### src/rtl/prog_loader_pkg.sv
// Shared definitions for the program loader: memory geometry, frame marker and loader states.
package prog_loader_pkg;

    localparam int unsigned ADDR_W  = 11;
    localparam int unsigned INSTR_W = 14;
    localparam int unsigned BYTE_W  = 8;

    localparam logic [BYTE_W-1:0] SYNC_BYTE = 8'hA5;

    typedef enum logic [3:0] {
        ST_IDLE,
        ST_CNT_H,
        ST_CNT_L,
        ST_W_HI,
        ST_W_LO,
        ST_WRITE,
        ST_CHK,
        ST_DONE,
        ST_ERR
    } state_e;

endpackage

### src/rtl/prog_loader.sv
// Byte-stream program loader: packs 14-bit words into program memory and holds the CPU
// in reset until a frame is loaded with a matching checksum. State moves on the falling edge.
module prog_loader
    import prog_loader_pkg::*;
(
    input  logic               clk,
    input  logic               reset_n,
    input  logic               in_valid,
    input  logic [BYTE_W-1:0]  in_data,
    output logic               in_ready,
    output logic               mem_we,
    output logic [ADDR_W-1:0]  mem_addr,
    output logic [INSTR_W-1:0] mem_wdata,
    output logic               cpu_rst,
    output logic               load_done,
    output logic               load_err
);

    state_e              state_q,   state_d;
    logic [ADDR_W-1:0]   cnt_q,     cnt_d;
    logic [2:0]          cnth_q,    cnth_d;
    logic [5:0]          hi_q,      hi_d;
    logic [BYTE_W-1:0]   chk_q,     chk_d;
    logic [ADDR_W-1:0]   addr_q,    addr_d;
    logic [INSTR_W-1:0]  wdata_q,   wdata_d;
    logic                we_q,      we_d;
    logic                ready_q,   ready_d;
    logic                cpu_rst_q, cpu_rst_d;
    logic                done_q,    done_d;
    logic                err_q,     err_d;
    logic                accept;
    logic                sync_hit;
    logic [ADDR_W-1:0]   cnt_rx;

    always_comb begin
        accept   = in_valid & ready_q;
        sync_hit = accept && (in_data == SYNC_BYTE);
        cnt_rx   = ADDR_W'({cnth_q, in_data});
    end

    // Next-state and next-output logic; strobes default low, ready defaults high.
    always_comb begin
        state_d   = state_q;
        cnt_d     = cnt_q;
        cnth_d    = cnth_q;
        hi_d      = hi_q;
        chk_d     = chk_q;
        addr_d    = addr_q;
        wdata_d   = wdata_q;
        we_d      = 1'b0;
        ready_d   = 1'b1;
        cpu_rst_d = cpu_rst_q;
        done_d    = done_q;
        err_d     = err_q;

        case (state_q)
            ST_IDLE, ST_DONE, ST_ERR: begin
                if (sync_hit) begin
                    state_d   = ST_CNT_H;
                    cpu_rst_d = 1'b1;
                    done_d    = 1'b0;
                    err_d     = 1'b0;
                    addr_d    = '0;
                    chk_d     = '0;
                end
            end
            ST_CNT_H: begin
                if (accept) begin
                    if (in_data[7:3] != 5'd0) begin
                        state_d = ST_ERR;
                        err_d   = 1'b1;
                    end else begin
                        cnth_d  = in_data[2:0];
                        state_d = ST_CNT_L;
                    end
                end
            end
            ST_CNT_L: begin
                if (accept) begin
                    cnt_d   = cnt_rx;
                    state_d = (cnt_rx == '0) ? ST_CHK : ST_W_HI;
                end
            end
            ST_W_HI: begin
                if (accept) begin
                    if (in_data[7:6] != 2'd0) begin
                        state_d = ST_ERR;
                        err_d   = 1'b1;
                    end else begin
                        hi_d    = in_data[5:0];
                        chk_d   = chk_q ^ in_data;
                        state_d = ST_W_LO;
                    end
                end
            end
            ST_W_LO: begin
                if (accept) begin
                    wdata_d = {hi_q, in_data};
                    chk_d   = chk_q ^ in_data;
                    we_d    = 1'b1;
                    ready_d = 1'b0;
                    state_d = ST_WRITE;
                end
            end
            ST_WRITE: begin
                addr_d  = addr_q + ADDR_W'(1);
                cnt_d   = cnt_q - ADDR_W'(1);
                state_d = (cnt_q == ADDR_W'(1)) ? ST_CHK : ST_W_HI;
            end
            ST_CHK: begin
                if (accept) begin
                    if (in_data == chk_q) begin
                        state_d   = ST_DONE;
                        done_d    = 1'b1;
                        cpu_rst_d = 1'b0;
                    end else begin
                        state_d = ST_ERR;
                        err_d   = 1'b1;
                    end
                end
            end
            default: state_d = ST_IDLE;
        endcase
    end

    always_ff @(negedge clk or negedge reset_n) begin
        if (!reset_n) begin
            state_q   <= ST_IDLE;
            cnt_q     <= '0;
            cnth_q    <= '0;
            hi_q      <= '0;
            chk_q     <= '0;
            addr_q    <= '0;
            wdata_q   <= '0;
            we_q      <= 1'b0;
            ready_q   <= 1'b1;
            cpu_rst_q <= 1'b1;
            done_q    <= 1'b0;
            err_q     <= 1'b0;
        end else begin
            state_q   <= state_d;
            cnt_q     <= cnt_d;
            cnth_q    <= cnth_d;
            hi_q      <= hi_d;
            chk_q     <= chk_d;
            addr_q    <= addr_d;
            wdata_q   <= wdata_d;
            we_q      <= we_d;
            ready_q   <= ready_d;
            cpu_rst_q <= cpu_rst_d;
            done_q    <= done_d;
            err_q     <= err_d;
        end
    end

    always_comb begin
        in_ready  = ready_q;
        mem_we    = we_q;
        mem_addr  = addr_q;
        mem_wdata = wdata_q;
        cpu_rst   = cpu_rst_q;
        load_done = done_q;
        load_err  = err_q;
    end

endmodule

### config.mk
export PLATFORM = sky130hd
export DESIGN_NAME = prog_loader
export DESIGN_NICKNAME = d
export VERILOG_FILES = /design/src/rtl/prog_loader_pkg.sv /design/src/rtl/prog_loader.sv
export SDC_FILE = /design/constraint.sdc
export NUM_CORES = 1
export LEC_CHECK = 0
export ABC_AREA = 0
export CORE_MARGIN = 2
export CORE_UTILIZATION = 56
export CTS_CLUSTER_SIZE = 20
export DETAILED_ROUTE_END_ITERATION = 10
export PLACE_DENSITY = 0.85
export SYNTH_ARGS = -nofsm -noshare
export SYNTH_HDL_FRONTEND = slang
export SYNTH_SLANG_ARGS = --single-unit
### constraint.sdc
create_clock -name clk -period 2.6 [get_ports clk]
set_input_delay 0.52 -clock clk [delete_from_list [all_inputs] [get_ports clk]]
set_output_delay 0.52 -clock clk [all_outputs]
set_load 0.02 [all_outputs]
==> run metrics, run 1 <==
initial antenna violation count 0; Area contributors post-synth dfrtn_1, nand2_1, o21ai_0; Unique masters post-synth 61; I/O Buffers 40; asr flop ratio synth 1.000; top-count cell post-synth nand2_1; layout cells sized above 1 0.4584; Synth Cell Area 3327 um^2; die width 81.08 um; total number of placement rows 28; Routed Wire Length 13630 um; clock root buffer master clkbuf_8; worst reg2reg endpoint chk_q[7]$_DFFE_NN0P_; Max Root-Sink Buffers 2; crit path DAT 1.85 ns; CTS H-tree depth 3; R2R cell count 5; setup slack on the worst flop-to-flop path -0.06 ns; ANT nets after route 0; CTS buffer count 9; RSZ-0062 raised after global routing true; Routed wire per std cell 25.06 um; Chip Height 81.08 um; Worst Hold Depth 2; Placed Area 4144 um^2; Hold EP mem_wdata[11]$_DFFE_NN0P_; Slew @ Worst Pin between 0.7 and 0.8 ns; ant diodes 0; routed vias/inst ~6.9; Yosys reg bits between 60 and 70; Worst path slowest cell o31ai_4; IO Pins around 40; sequential element share of the synthesized area 0.4671; residual DRC count 0; Core Area 5816 um^2; Initial DRC Count a little under 700; worst clock skew roughly 0.060 ns; synth cell count leaders nand2_1, dfrtn_1, nor2_1; Pleak between 2 and 2.5 nW; remaining global-route overflow 0; Yosys warning count 0; Post-Syn Area per Cell 9.267 um^2; critical-path cell list buf_8, nand2_8, o21ai_0, a22oi_2, buf_6, o31ai_4, o21ai_2; gpl congestion 0.8995; Clock transition at path regs about 0.050 ns; largest net degree at the start of global routing 36; max_slew headroom 0.5120; number of hold violations in the final report 0; crit path kind input pin to register; first-pass GRT wire length ~17000 um; full die area 6573 um^2; CP startpoint kind input pin; hold_sp hi_q[3]$_DFFE_NN0P_; HPWL after DPL 6484 um; multi-input logic area 2047 um^2; fillers 246; final instance area 5067 um^2; maximum VDD drop 0.6664 mV; Starting Density 0.5721; register area 1554 um^2; worst endpoint required time 1.48 ns; max-cap violations 0; final worst setup slack -0.3675 ns; Post-Syn Instances approximately 360; via count of the first global-routing pass 3479; status finished with violations; leading area contributor after synthesis dfrtn_1; reg-to-reg startpoint state_q[1]$_DFFE_NN0P_; DRT Pass-1 Iters 5; Synthesized Nets 373; crit-path max FO 3; setup_tns -9.836 ns; vias after detailed routing between 3000 and 4000; Slew Limit Fails 0; clock latency at the later pin of the worst-skew pair 0.41 ns; pre-CTS setup slack -1.019 ns; critical path's largest stage delay 0.39 ns; Post-synth top flop dfrtn_1; Area Growth Syn to Fin 52.31%; GRT Util Overall 0.3463; CTS tree yes; top cell type's share of synthesized area 0.4513; final setup violation count 64; Crit. End Element register; violated checks negative setup slack; hold crit path type register to register; P per Cell Area about 720 nW/um^2; Post-synth EDFFs 0; nets about 480; clk sinks 62
per-stage QoR:
stage | hold slack (ns) | std cells | util | power, mW
2_1_floorplan | 0.3938 | 359 | - | 1.875
3_3_place_gp | 0.4018 | 500 | 0.7126 | 2.185
3_5_place_dp | 0.4138 | 500 | 0.7126 | 2.229
4_1_cts | 0.4174 | 532 | 0.8186 | 3.346
5_1_grt | 0.4601 | 544 | 0.8713 | 3.757
6_report | 0.4249 | 544 | 0.8713 | 3.658
logic make-up after synthesis:
group                    synth area share
AO/OA/AOI/OAI                      0.1647
XOR/XNOR                          0.02633
adder cells (fa/ha/maj)           0.01128
buffers and inverters             0.04663
flip-flops                         0.4671
multiplexers                      0.03648
AND/OR/NAND/NOR                    0.2475
per-layer routing:
layer	GRT usage	routed length, um	part of all wire	vias up
li1	-	-	-	1511
met1	0.4295	4623	0.34	1794
met2	0.5405	6451	0.47	351
met3	0.09000	1499	0.11	117
met4	0.2153	1056	0.077	0
met5	0	0	0	-
flip-flops by register name, indices dropped and copies added (netlist names), 3 cells and up:
register,flops
mem_wdata,14
cnt_q,11
mem_addr,11
chk_q,8
hi_q,6
state_q,4
cnth_q,3
cell usage in the layout (no fill, tap or decap), types with 9 or more instances in the layout:
cell type	instances
a21oi_1	9
clkbuf_8	9
o21ai_2	13
buf_6	46
nor2_1	27
dfrtn_1	60
nand4_1	12
buf_4	54
o21ai_1	15
nand2_1	56
layout make-up:
type | instances | share of cell area
clock inverters | 9 | 0.02074
well taps | 75 | 0.01852
flip-flops and latches | 62 | 0.3067
multi-input cells | 271 | 0.4039
clock buffers | 9 | 0.02444
inverters | 4 | 0.002963
repair buffers | 114 | 0.2227
what timing repair did:
item	CTS	global route
hold buffers	0	0
endpoints found under the setup margin	91	64
cloned	1	0
pin swaps	31	23
gates resized for setup	287	41
buffers inserted	14	13
how the worst max path moves through the flow:
stage	endpoint	startpoint	cells after the start	slack, ns
final	chk_q[7]$_DFFE_NN0P_	in_valid	7	-0.37
after global routing	chk_q[7]$_DFFE_NN0P_	in_valid	7	-0.40
after CTS	in_ready	in_ready$_DFF_NN1_	1	-0.25
after detailed placement	chk_q[7]$_DFFE_NN0P_	in_data[0]	6	-1.02
after global placement	state_q[2]$_DFFE_NN0P_	in_data[6]	7	-0.98
after floorplan	chk_q[2]$_DFFE_NN0P_	in_data[2]	8	-0.42
power breakdown:
group	total, mW	switching (mW)	internal [mW]
clock network	1.01	0.461	0.546
registers	1.26	0.158	1.10
logic	1.39	0.814	0.575
total	3.66	1.43	2.23
critical path: cells and delay by family:
family	cells	cell delay [ns]
compound gates	4	1.01
buf+inv	2	0.27
simple gates	1	0.05
(Power assumes the default switching activity.)
==> run 2, diff against run 1 <==
CORE_ASPECT_RATIO = 0.9   (was not set)
==> run 2 against run 1 <==
- the flow still finishes with violations (negative setup slack)
- non-clock buffer count up 7
- highest routed layer unchanged
- sequential share of layout area decreased by 0.48 points
- cell area is 1.6% higher
- combinational power about the same
- critical endpoint is now state_q[2]$_DFFE_NN0P_
- largest cell class unchanged
- clock power is 8% higher
- power increased by 3.4%
- wire length increased by 9.7%
- first-iteration DRC count is 8.3% higher
- utilization rose by 3.3 points
==> run metrics, run 2 (synthesis gave the netlist of run 1 again) <==
status finished with violations; violated checks negative setup slack; critical-path cell list buf_2, nor2_2, and4bb_4, o21ai_4, o21ai_0, o211ai_1; Starting Density 0.5844; Max Root-Sink Buffers 2; die width 85.25 um; gpl congestion around 0.92; CTS tree yes; number of hold violations in the final report 0; worst endpoint required time 1.46 ns; Initial DRC Count between 700 and 800; crit path DAT ~2.0 ns; Clock transition at path regs 0.06 ns; Slew Limit Fails 0; ANT nets after route 0; final worst setup slack -0.4919 ns; Buf/Inv on CP 1; worst reg2reg endpoint state_q[2]$_DFFE_NN0P_; routed vias/inst approximately 7.3; Worst path depth 6; layout cells sized above 1 0.4853; Worst path slowest cell o21ai_0; reg-to-reg startpoint state_q[1]$_DFFE_NN0P_; most common cell after layout, fill and taps aside buf_4; worst clock skew slightly below 0.06 ns; full die area ~6600 um^2; ant diodes 0; crit path from in_data[4]; max reg flops 14; Chip Height 77.12 um; hold crit path type register to register; critical path's largest stage delay 0.48 ns; CP startpoint kind input pin; Crit. End Element register; largest net degree at the start of global routing 30; final instance area roughly 5100 um^2; Routed wire per std cell 27.38 um; clock latency at the later pin of the worst-skew pair roughly 0.40 ns; Slew @ Worst Pin 0.8085 ns; first-pass GRT wire length about 19000 um; I/O Buffers 40; residual DRC count 0; DRT Pass-1 Iters 7; commonest cells after routing, fill and taps aside buf_4, dfrtn_1, nand2_1; max_slew headroom 0.4534; hold slack 0.4274 ns; CTS buffer count 9; maximum VDD drop 0.7920 mV; initial antenna violation count 0; delay-heaviest family, CP compound AO/OA/AOI/OAI gates; crit path kind input pin to register; clock root buffer master clkbuf_8; Worst Setup EP state_q[2]$_DFFE_NN0P_; Pleak 2.373 nW; HPWL after DPL approximately 6400 um; clk sinks 62; vias after detailed routing 3981; max-cap violations 0; Placed Area 4113 um^2; IO Pins 41; setup_tns -10.93 ns; crit-path max FO 6; remaining global-route overflow 0; Overall Power 3.782 mW; Core Area 5693 um^2; setup slack on the worst flop-to-flop path -0.10 ns; total number of placement rows 26; CTS H-tree depth 3; GRT Util Overall 0.3701; R2R cell count 5; RSZ-0062 raised after global routing true; P per Cell Area 734.6 nW/um^2; via count of the first global-routing pass 3455; Area Growth Syn to Fin 54.76%; Routed Wire Length 14950 um; nets 485; final setup violation count a little under 70
==> run 2: area by class of cell <==
type / count / area (um^2)
sequential: 62 / 1554
fill: 208 / 544.3
multi-input combinational: 271 / 2101
clock inverter: 8 / 98.84
clock buffer: 10 / 148.9
timing repair buffer: 121 / 1144
inverter: 4 / 15.01
tap: 70 / 87.58
==> run 2: how the worst min path moves through the flow <==
stage	from	endpoint	slack, ns	cells after the start
floorplan	hi_q[2]$_DFFE_NN0P_	mem_wdata[10]$_DFFE_NN0P_	0.39	2
global placement	hi_q[1]$_DFFE_NN0P_	mem_wdata[9]$_DFFE_NN0P_	0.41	2
detailed placement	hi_q[5]$_DFFE_NN0P_	mem_wdata[13]$_DFFE_NN0P_	0.42	2
CTS	hi_q[5]$_DFFE_NN0P_	mem_wdata[13]$_DFFE_NN0P_	0.42	2
global route	hi_q[1]$_DFFE_NN0P_	mem_wdata[9]$_DFFE_NN0P_	0.45	2
finish	hi_q[1]$_DFFE_NN0P_	mem_wdata[9]$_DFFE_NN0P_	0.43	2
==> run 2: per-stage QoR <==
stage	std cells	setup slack, ns	util
floorplan	359	-0.4157	-
global placement	495	-0.9443	0.7224
detailed placement	495	-1.012	0.7224
CTS	530	-0.2547	0.8378
global route	546	-0.4576	0.9044
finish	546	-0.4919	0.9044
==> run 2: where the power goes <==
group / switching, mW / internal [mW]
Clock: 0.483 / 0.604
Combinational: 0.793 / 0.565
Sequential: 0.235 / 1.10
Total: 1.51 / 2.27
==> run 2: timing repair <==
item,4_1_cts,5_1_grt
endpoints found under the setup margin,91,70
resized for setup,285,44
cloned,1,0
buffers inserted,17,16
pin swaps,33,23
hold buffers,0,0
==> run 2: per-layer routing <==
metal	track usage	up-vias	share of wire
met5	0	-	0
met3	0.09903	149	0.13
met2	0.6031	471	0.45
li1	-	1519	-
met4	0.1667	0	0.079
met1	0.4597	1842	0.34
==> run 2: tightest hold or removal path: cells and delay by family (launching register included) <==
| family | cells | cell delay [ns] |
|---|---|---|
| simple gates | 2 | 0.11 |
| flops | 1 | 0.41 |
==> patch: new RTL, flow settings as in run 2 <==
Re-encode `state_e` (9 states) as one-hot, 9 bits wide.
--- a/src/rtl/prog_loader_pkg.sv
+++ b/src/rtl/prog_loader_pkg.sv
@@ -7,16 +7,16 @@
 
     localparam logic [BYTE_W-1:0] SYNC_BYTE = 8'hA5;
 
-    typedef enum logic [3:0] {
-        ST_IDLE,
-        ST_CNT_H,
-        ST_CNT_L,
-        ST_W_HI,
-        ST_W_LO,
-        ST_WRITE,
-        ST_CHK,
-        ST_DONE,
-        ST_ERR
+    typedef enum logic [8:0] {
+        ST_IDLE  = 9'b000000001,
+        ST_CNT_H = 9'b000000010,
+        ST_CNT_L = 9'b000000100,
+        ST_W_HI  = 9'b000001000,
+        ST_W_LO  = 9'b000010000,
+        ST_WRITE = 9'b000100000,
+        ST_CHK   = 9'b001000000,
+        ST_DONE  = 9'b010000000,
+        ST_ERR   = 9'b100000000
     } state_e;
 
 endpackage
Check against the original RTL: no difference found for any inputs over 10 cycles, from zero or initial values and one cycle with reset_n low; not proved beyond that.
==> patch against run 2 <==
  * The run still ends with setup timing left
  * Largest cell class unchanged
  * Non-clock buffer count rose by 5
  * Final cell count rose by 2.4%
  * First-iteration DRC count fell by 34%
  * Area after synthesis rose by 4.4%
  * Worst setup slack got worse by 0.082 ns
  * Sequential share of layout area rose by 1.9 points
  * Design area rose by 1.7%
  * Wire length fell by 7.4%
  * Sequential cell count rose by 5
Power is not compared: it rests on default switching activity, and its combinational part moved more than twofold at a synthesized area within 25%.
==> patch: results (changes against run 2) <==
INFO  metric run_status = finished with violations
INFO  metric violations = setup timing
INFO  metric fraction_of_synthesized_area_in_multiplexers = 3.53% (-0.12 points)
INFO  metric num_vias = 3,819 (-4.1%)
INFO  metric grt_max_degree = 35 (+17%)
INFO  metric synth_xor_xnor_area_share = 4.79% (+2.2 points)
INFO  metric post_synth_fa_ha_maj_area_fraction = 1.08% (-0.048 points)
INFO  metric total_negative_slack = -20.64 ns (-9.71 ns)
INFO  metric setup_viol = 80 (+16%)
INFO  metric hpwlAfterDp = 6440 µm (+0.81%)
INFO  metric leakage = 2.51 nW
INFO  metric vias_in_the_first_global_route = 3,709 (+7.4%)
INFO  metric postSynth.topFlopCell = dfrtn_1
INFO  metric drive_gt1_share = 44.6% (-4.0 points)
INFO  metric synth_area_leaders = dfrtn_1 (46%), nand2_1 (6.4%), xor2_1 (4.0%)
INFO  metric syn-instance-count = 363 (+1.1%)
INFO  metric power_report.internal_total = about 2 mW
INFO  metric antenna_violating_nets_post_route = 0 (unchanged)
INFO  metric h_tree_levels = 3 (unchanged)
INFO  metric placement.io_buffers = 40 (unchanged)
INFO  metric yosys-top-cells-count = dfrtn_1 (64), nand2_1 (59), nor2_1 (31)
INFO  metric timing.slew.headroom = 61.3% (+16 points)
INFO  metric placed_cells_incl_taps = 504 (+1.8%)
INFO  metric diodes = 0 (unchanged)
INFO  metric track_usage = 35.9% (-1.1 points)
INFO  metric fin_ws = -0.574 ns (-0.0817 ns)
INFO  metric worst_clock_skew = 0.0659 ns (+0.00628 ns)
INFO  metric synthDistinctLibCells = 63 (+3.3%)
INFO  metric cts-buffers-inserted = 9 (unchanged)
INFO  metric gp_congestion = 0.906 (-1.6%)
INFO  metric first_pass_iters = 5 (-2)
INFO  metric yosysSeqAreaShare = 48.4% (+1.7 points)
INFO  metric route.detailed.wl_per_inst = 24.8 µm (-9.5%)
INFO  metric placed_cell_area = 4320 µm² (+5.0%)
INFO  metric synth_compound_gate_area_share = 13.6% (-2.9 points)
INFO  metric drt_first_iter_violations = 481 (-34%)
INFO  metric synth_nets = 377 (+1.1%)
INFO  metric clock_insertion_delay_worst_skew = just over 0.4 ns
INFO  metric pre_cts_setup_slack = -1.19 ns (-0.173 ns)
INFO  metric viasPerCell = 6.83 (-6.3%)
INFO  metric critPathArrivalTime = 2.06 ns (+0.10 ns)
INFO  metric timing.critical_path.fanout_max = 3 (-3)
INFO  metric grt_pass1_wl = 18,600 µm (+0.45%)
## patch: cell types whose count changed after synthesis, moves of 3 or more
| cell | delta |
|---|---|
| o21ai_0 | -15 |
| xor2_1 | +15 |
| inv_1 | +6 |
| nand2_1 | -6 |
| xnor2_1 | -6 |
| nand4_1 | -5 |
| a311oi_1 | +4 |
| dfrtn_1 | +4 |
| nor3_1 | +4 |
| o221a_2 | -4 |
| a221o_1 | -3 |
| buf_4 | -3 |
| o211ai_1 | -3 |
## patch: routing by layer
metal | GRT usage [%] | wire length, µm | vias to the layer above | part of all wire (%)
met1 | 42.8 | 4780 | 1851 | 35
met5 | 0 | 0 | - | 0
met4 | 19.7 | 1090 | 0 | 7.9
met3 | 9.46 | 1400 | 112 | 10
li1 | - | - | 1518 | -
met2 | 58.9 | 6580 | 338 | 47
## patch: final timing paths
check	end	cells after the start	from	slack [ns]
max in group asynchronous	cnt_q[8]	2	reset_n	0.77
min reg2reg	mem_wdata[12]	2	hi_q[4]	0.45
max	state_q[8]	8	in_data[5]	-0.57
min in group asynchronous	state_q[5]	1	reset_n	1.18
max reg2reg	chk_q[0]	6	state_q[0]	-0.02
min	mem_wdata[12]	2	hi_q[4]	0.45
## patch: layout make-up
class	instances	area, µm²
repair buffers	126	1230
well taps	72	90.1
fillers	266	812
multi-input cells	265	1940
inverters	10	50.0
flip-flops and latches	67	1680
clock inverters	9	115
clock buffers	10	128
## patch: critical path: stages
cell,delay [ns]
buf_2,0.12
buf_6,0.12
xor2_1,0.19
nor4_2,0.44
buf_4,0.19
a21oi_1,0.09
nor2_1,0.26
mux2i_1,0.12
## patch: timing repair
action,in CTS,in global routing
pin swaps,30,16
buffers inserted,20,15
endpoints found under the hold margin,0,0
setup endpoints to repair,97,87
gates resized for setup,271,37
cloned,2,0
